<file path="config.mk">
export PLATFORM = sky130hd
export DESIGN_NAME = regfile_port_ctrl
export DESIGN_NICKNAME = d
export VERILOG_FILES = /design/src/rtl/regfile_port_ctrl.sv
export SDC_FILE = /design/constraint.sdc
export NUM_CORES = 1
export LEC_CHECK = 0
export CAP_MARGIN = 20
export CORE_AREA = 10 10 130 132
export CTS_BUF_LIST = sky130_fd_sc_hd__clkbuf_16
export DETAILED_ROUTE_END_ITERATION = 7
export DIE_AREA = 0 0 140 142
export PLACE_DENSITY = 0.8
export RECOVER_POWER = 100
export SYNTH_ARGS = -nofsm -noshare
export SYNTH_HDL_FRONTEND = slang
export SYNTH_SLANG_ARGS = --single-unit
</file>
<file path="constraint.sdc">
create_clock -name iCLK -period 4 [get_ports iCLK]
set_input_delay 1.2 -clock iCLK [delete_from_list [all_inputs] [get_ports iCLK]]
set_output_delay 1.2 -clock iCLK [all_outputs]
set_load 0.01 [all_outputs]
</file>
<file path="src/rtl/regfile_port_ctrl.sv">
// regfile_port_ctrl: owns the register bank write port and display read port.
// After reset it clears X1..X31 (X28 gets SP_INIT). It then shares the write
// port between core writeback and a debug port, with a starvation guard.
// Debug reads borrow the display read port for one cycle.
module regfile_port_ctrl #(
    parameter logic [63:0] SP_INIT  = 64'd65400,
    parameter int unsigned MAX_WAIT = 4
) (
    input  logic        iCLK,
    input  logic        iCLR,
    input  logic        iCoreWrite,
    input  logic [4:0]  iCoreReg,
    input  logic [63:0] iCoreData,
    output logic        oCoreStall,
    output logic        oBusy,
    input  logic        iDbgReq,
    input  logic        iDbgWe,
    input  logic [4:0]  iDbgReg,
    input  logic [63:0] iDbgWData,
    output logic        oDbgAck,
    output logic [63:0] oDbgRData,
    input  logic [4:0]  iDispSel,
    output logic [4:0]  oRfWriteReg,
    output logic [63:0] oRfWriteData,
    output logic        oRfRegWrite,
    output logic [4:0]  oRfDispSel,
    input  logic [63:0] iRfDispData
);

    localparam logic [1:0] S_INIT  = 2'd0;
    localparam logic [1:0] S_IDLE  = 2'd1;
    localparam logic [1:0] S_DRD   = 2'd2;
    localparam logic [1:0] S_FORCE = 2'd3;

    localparam logic [3:0] MAX_WAIT_C = 4'(MAX_WAIT);

    logic [1:0]  state_q, state_d;
    logic [4:0]  idx_q, idx_d;
    logic [3:0]  wait_q, wait_d;
    logic        ack_q, ack_d;
    logic [63:0] rdata_q, rdata_d;
    logic [4:0]  rd_reg_q, rd_reg_d;

    logic        dbg_wr_req;
    logic        dbg_rd_req;
    logic        dbg_grant_idle;
    logic [3:0]  wait_inc;

    // A request is not re-accepted in the cycle its ack is showing.
    assign dbg_wr_req     = (state_q == S_IDLE) & iDbgReq & iDbgWe & ~ack_q;
    assign dbg_rd_req     = (state_q == S_IDLE) & iDbgReq & ~iDbgWe & ~ack_q;
    assign dbg_grant_idle = dbg_wr_req & ~iCoreWrite;
    assign wait_inc       = wait_q + 4'd1;

    // Status and read-path outputs; reset forces the busy/stall view.
    assign oBusy      = iCLR | (state_q == S_INIT);
    assign oCoreStall = iCLR | (state_q == S_INIT) | (state_q == S_FORCE);
    assign oRfDispSel = (!iCLR && state_q == S_DRD) ? rd_reg_q : iDispSel;
    assign oDbgAck    = ack_q;
    assign oDbgRData  = rdata_q;

    // Write port mux: init clear, core writeback, or debug write.
    always_comb begin
        oRfRegWrite  = 1'b0;
        oRfWriteReg  = iCoreReg;
        oRfWriteData = iCoreData;
        if (!iCLR) begin
            case (state_q)
                S_INIT: begin
                    oRfWriteReg  = idx_q;
                    oRfWriteData = (idx_q == 5'd28) ? SP_INIT : '0;
                    oRfRegWrite  = 1'b1;
                end
                S_IDLE: begin
                    if (dbg_grant_idle) begin
                        oRfWriteReg  = iDbgReg;
                        oRfWriteData = iDbgWData;
                        oRfRegWrite  = (iDbgReg != 5'd0);
                    end else begin
                        oRfRegWrite = iCoreWrite & (iCoreReg != 5'd0);
                    end
                end
                S_DRD: begin
                    oRfRegWrite = iCoreWrite & (iCoreReg != 5'd0);
                end
                default: begin
                    oRfWriteReg  = iDbgReg;
                    oRfWriteData = iDbgWData;
                    oRfRegWrite  = (iDbgReg != 5'd0);
                end
            endcase
        end
    end

    // Next-state: init sequencing, debug arbitration and read capture.
    always_comb begin
        state_d  = state_q;
        idx_d    = idx_q;
        wait_d   = wait_q;
        ack_d    = 1'b0;
        rdata_d  = rdata_q;
        rd_reg_d = rd_reg_q;
        case (state_q)
            S_INIT: begin
                idx_d = idx_q + 5'd1;
                if (idx_q == 5'd31) begin
                    state_d = S_IDLE;
                end
            end
            S_IDLE: begin
                if (dbg_wr_req) begin
                    if (!iCoreWrite) begin
                        ack_d  = 1'b1;
                        wait_d = '0;
                    end else begin
                        wait_d = wait_inc;
                        if (wait_inc == MAX_WAIT_C) begin
                            state_d = S_FORCE;
                        end
                    end
                end else if (dbg_rd_req) begin
                    rd_reg_d = iDbgReg;
                    state_d  = S_DRD;
                end
            end
            S_DRD: begin
                rdata_d = (rd_reg_q == 5'd0) ? '0 : iRfDispData;
                ack_d   = 1'b1;
                state_d = S_IDLE;
            end
            default: begin
                ack_d   = 1'b1;
                wait_d  = '0;
                state_d = S_IDLE;
            end
        endcase
    end

    // State registers with synchronous reset.
    always_ff @(posedge iCLK) begin
        if (iCLR) begin
            state_q  <= S_INIT;
            idx_q    <= 5'd1;
            wait_q   <= '0;
            ack_q    <= 1'b0;
            rdata_q  <= '0;
            rd_reg_q <= '0;
        end else begin
            state_q  <= state_d;
            idx_q    <= idx_d;
            wait_q   <= wait_d;
            ack_q    <= ack_d;
            rdata_q  <= rdata_d;
            rd_reg_q <= rd_reg_d;
        end
    end

endmodule

</file>
Word-level counts from Yosys, hierarchy flattened
Cells that the tools add are included.
Widths: inputs -> output; s select.
Word-level totals
  memories kept: 0
  word-level logic and storage cells: 67
  input port bits: 212
  output and inout bits: 142
  latch bits: 0
  register bits after elaboration: 81
  memory bits (writable): 0
  memory bits (read-only): 0
Cells by class
  shift-type cells: 0
  multipliers: 0
  order comparisons: 0
  reductions and logical operators: 10
  bitwise logic cells: 14
  muxes and demuxes: 24
  equality and inequality tests: 11
  div/mod/pow operators: 0
  add/sub/neg operators: 2
Operators with widths (count)
  $mux 64: 3
  $pmux 64 s3: 1
  $mux 16: 1
  $mux 5: 3
  $pmux 5 s3: 1
  $eq 5x5->1 const B: 2
  $mux 2: 5
  $reduce_bool 5->1: 2
  $mux 4: 2
  $pmux 4 s2: 1
  $and 1x1->1: 7
  $ne 3x3->1 const B: 2
  $add 5x1->5 const B: 1
  $logic_not 5->1: 1
  $not 1->1: 5
  $add 4x1->4 const B: 1
  $eq 2x2->1 const B: 2
  $eq 4x3->1 const B: 1
  $mux 1: 4
  $pmux 2 s2: 1
  $reduce_and 4->1: 1
  $ne 3x2->1 const B: 1
  $pmux 1 s3: 1
  $reduce_and 3->1: 1
  other kinds (10): 11

Longest topological paths before layout
Gate-level depths: netlist (run 1).
  word-level depth: 8
  mapped depth: 7
  depth with buffers taken out: 6

Least setup slack after synthesis (run 1)
No wires, ideal clock.
  path kind: input -> output
  from: input iCoreWrite
  to: output oRfWriteData[16]
  data required time: 2.800 ns
  path buffers: 2
  arrival time: 2.248 ns
  stages: 6
  slack: 0.552 ns
  cells stage by stage: nand4bb_1 > buf_2 > nor2_1 > buf_2 > a22oi_1 > o21ai_0
Between the ends
  word-level cells in the longest chain between the ends: 5
RTL lines
  start: declaration: line 11  | input logic iCoreWrite,
  $not 1->1: line 52  | assign dbg_grant_idle = dbg_wr_req & ~iCoreWrite;
  $and 1x1->1: line 52
  $mux 64: line 75  | if (dbg_grant_idle) begin
  $pmux 64 s3: line 68  | case (state_q)
  $mux 64: line 67  | if (!iCLR) begin
  end: declaration: line 24  | output logic [63:0] oRfWriteData,
Every way passes these cells.

Final worst setup path (run 1)
  from: input iCoreWrite
  to: output oRfWriteData[8]
The elaborated chain is that of the path after synthesis.

==> qor_table.md, run 1 <==
| Parameter | This run | Unit |
|:---|:---|:---|
| Maximum clock frequency | 252 | MHz |
| Hold Vio Cnt, Final | 0 | - |
| Latest clock arrival within the worst-skew pair | 330 | ps |
| Global-route wire length before repair | 34000 | um |
| Synthesized netlist net count | 733 | - |
| Static leakage | 3.79 | nW |
| Routed WL | 23100 | um |
| Synth cell types | 45 | - |
| Max-cap viol count | 1 | - |
| Synthesis-stage register bit count | 81 | - |
| Number of antenna violations at the first check in global routing | 0 | - |
| Final RePlAce weighted congestion | 0.854 | - |
| Power Density | 234 | mW/mm2 |
| Die Width | 140 | um |
| Time the worst path needs with I/O delays and setup | 3960 | ps |
| Class of the worst hold path | register to register | - |
| End of the worst hold path | oDbgRData[61] | - |
| Top cell types by occurrence after synthesis | 116 x sky130_fd_sc_hd__a22o_1, 81 x sky130_fd_sc_hd__dfxtp_1, 65 x sky130_fd_sc_hd__a22oi_1, 37 x sky130_fd_sc_hd__nor2_1 | - |
| Fraction of registers with async set/reset | 0 | % |
| Cell with the most instances after synthesis | sky130_fd_sc_hd__a22o_1 | - |
| Total Neg Setup Slack | 0 | ps |
| Syn avg cell area | 8.98 | um2 |
| Number of vias per cell | 5.43 | - |
| Peak supply drop | 0.000317 | V |
| Fraction of final layout cells with drive strength greater than 1 | 13.6 | % |
| Post-synth top flop | sky130_fd_sc_hd__dfxtp_1 | - |
| Register-to-register path setup slack | 970 | ps |
| Global-route congestion overflow total | 0 | - |
| Number of H-tree branching levels | 3 | - |
| Yosys top cell area share | 35.0 | % |
| Number of clock buffers inserted by TritonCTS | 9 | - |
| Setup CP Type | input port to output port | - |
| Violation count after the first detailed-route iteration | 381 | - |
| Largest cells by area after synthesis | sky130_fd_sc_hd__dfxtp_1 35%, sky130_fd_sc_hd__a22o_1 22%, sky130_fd_sc_hd__a22oi_1 11% | - |
| Largest net degree at the start of global routing | 42 | - |
| Antenna Diode Count | 0 | - |
| Max-slew violation total from the final report | 7 | - |
| Layout-stage area growth over the synthesis result | 91.8 | % |
| Core Rows | 44 | - |
| I/O pins | 354 | - |
| Fin Clk Skew | 5.54 | ps |
| Number of I/O port buffers | 353 | - |
| Endpoints failing setup | 0 | - |
| Area of the placeable core | 0.0143 | mm2 |
| Initial standard-cell utilization of the core | 32.4 | % |
| GR Util All Layers | 21.2 | % |
| Post-synthesis cell count | 516 | - |
| Crit Reg-Reg Endpoint | oDbgRData[37] | - |
| Crit path launch type | input port | - |
| Number of hold buffers added after CTS | 0 | - |
| Cell at the slowest stage of the critical path | sky130_fd_sc_hd__a221oi_1 | - |
| Post-DRT Antenna Nets | 0 | - |
| Routed wirelength normalized by instance count | 21.6 | um |
| Cell depth of the worst hold path | 1 | - |
| Status | finished with violations | - |
| Die Y | 142 | um |
| Required arrival time at the worst endpoint | 2800 | ps |
| Synthesis warning total | 0 | - |
| Cell chosen for the clock root | sky130_fd_sc_hd__clkbuf_16 | - |
| Met3 usage in global routing | 6.54 | % |
| Worst flop-to-flop path startpoint | state_q[0] | - |
| Overall die area | 0.0199 | mm2 |
| HPWL after detailed placement | 18100 | um |
| Critical-path cell list | clkdlybuf4s15_1, nand4bb_4, a21o_4, buf_12, a221oi_1, nor2_1, dlygate4sd2_1 | - |
| Period utilization | 99.0 | % |
| Max transition margin | -20.2 | % |
| GRT met2 Usage | 38.4 | % |
| Remaining DRCs | 0 | - |
| Final net count | 1095 | - |
| Clock tree from TritonCTS | done | - |
| R2r worst-path depth | 6 | - |
| Cell area after synthesis | 0.00463 | mm2 |
| Placed Area | 0.00861 | mm2 |
| Critical path endpoint category | output port | - |
| Post-synthesis sequential area ratio | 35.0 | % |
| Drt pass-1 iters | 5 | - |
| Number of clock sinks seen by CTS | 81 | - |
| Worst Path Max Fanout | 7 | - |
| Via count of the first global-routing pass | 5750 | - |
| Vias | 5792 | - |
| Leading area contributor after synthesis | sky130_fd_sc_hd__dfxtp_1 | - |
| Violated checks | capacitance limit, slew limit | - |
| Unrepaired setup endpoints after global routing | true | - |
| Clock input transition at the sequential cells of the worst setup and hold paths | 60 | ps |
| Worst Hold Launch | oDbgRData[61] | - |
| Peak per-stage delay on the critical path | 310 | ps |
| Slew of the pin with the lowest slew margin | 1780 | ps |
| Met1 capacity usage during global routing | 23.5 | % |
| Number of buffers on the longest clock path | 2 | - |
| Worst Path Arrival | 2760 | ps |
| Final cell area excluding filler cells | 0.00889 | mm2 |
| Most used routing layer in global routing | met2 | - |
| Number of enable flip-flop cells after synthesis | 0 | - |
==> sequential cells by signal (all words and copies together) (netlist names) <==
register   cells
idx_q          5
oDbgAck        1
oDbgRData     64
rd_reg_q       5
state_q        2
wait_q         4
==> what timing repair did <==
item	in CTS	in global routing
endpoints found under the setup margin	70	46
cloned	2	0
buffers inserted	4	2
pin swaps	4	5
resized for setup	144	28
==> worst max-delay path, delay by kind of cell <==
kind	cells	cell delay (ps)
buffers and inverters	3	650
AO/OA/AOI/OAI	2	580
AND/OR/NAND/NOR	2	330
==> worst max path at each step <==
stage | start | endpoint | slack, ps | cells after the start
after floorplan | iCoreWrite | oRfWriteData[16] | 550 | 6
after global placement | iCoreReg[3] | oRfRegWrite | -500 | 6
after detailed placement | iCoreReg[3] | oRfRegWrite | -520 | 6
after CTS | iCoreReg[0] | oRfRegWrite | -80 | 6
after global routing | iCoreWrite | oRfWriteData[10] | -10 | 7
final | iCoreWrite | oRfWriteData[8] | 40 | 7
==> through the flow <==
step,hold WS [ps],total power [mW],setup WS [ps],util [%],instances
finish,470,2.08,39.4,62.1,1067
global route,492,2.16,-13.6,62.1,1067
CTS,481,2.09,-78.3,62.2,1065
detailed placement,463,1.37,-524,60.1,1044
global placement,461,1.36,-503,60.1,1044
floorplan,468,0.990,552,-,516
==> routing by layer <==
metal / wire length (um) / up-vias
met5: 0 / -
met4: 418 / 0
met3: 1870 / 26
met2: 12100 / 250
met1: 8640 / 2730
li1: - / 2786
==> report_power, final <==
part | switching [mW] | internal, mW
registers | 0.00518 | 0.811
clock network | 0.333 | 0.419
logic | 0.190 | 0.318
==> cell families after synthesis <==
logic type	count (synthesis)	synth area share, %
AOI/OAI and AO/OA	274	44.8
DFF	81	35.0
and+or+nand+nor	75	8.40
buffers and inverters	65	6.91
muxes	13	2.94
adders and majority gates	5	1.35
xor gates and xnor gates	3	0.567
==> layout by cell type (no fill, tap or decap), drive strengths merged, types with 17 or more instances in the layout <==
| master | Yosys | routed |
|---|---|---|
| o21ai | 40 | 40 |
| dlygate4sd2 | 0 | 45 |
| a22oi | 65 | 65 |
| buf | 32 | 71 |
| nor2 | 38 | 38 |
| a22o | 116 | 116 |
| clkbuf | 25 | 17 |
| dfxtp | 81 | 81 |
| dlygate4sd3 | 0 | 67 |
| clkdlybuf4s50 | 0 | 209 |
==> layout make-up <==
class | instances | area [um2]
Inverter | 8 | 30.0
Fill cell | 1234 | 5430
Clock buffer | 9 | 225
Tap cell | 184 | 230
Multi-Input combinational cell | 370 | 2790
Sequential cell | 81 | 1620
Timing Repair Buffer | 408 | 3950
Clock inverter | 7 | 43.8
No activity file was read; power rests on OpenSTA's default activity.
==> inputs of run 2 (changes only) <==
--- a/config.mk
+++ b/config.mk
@@ -8,6 +8,7 @@
 export CAP_MARGIN = 20
 export CORE_AREA = 10 10 130 132
 export CTS_BUF_LIST = sky130_fd_sc_hd__clkbuf_16
+export CTS_CLUSTER_DIAMETER = 60
 export DETAILED_ROUTE_END_ITERATION = 7
 export DIE_AREA = 0 0 140 142
 export PLACE_DENSITY = 0.8
==> results of run 2 <==
The final DEF is identical to that of run 1; final timing and power are the same.
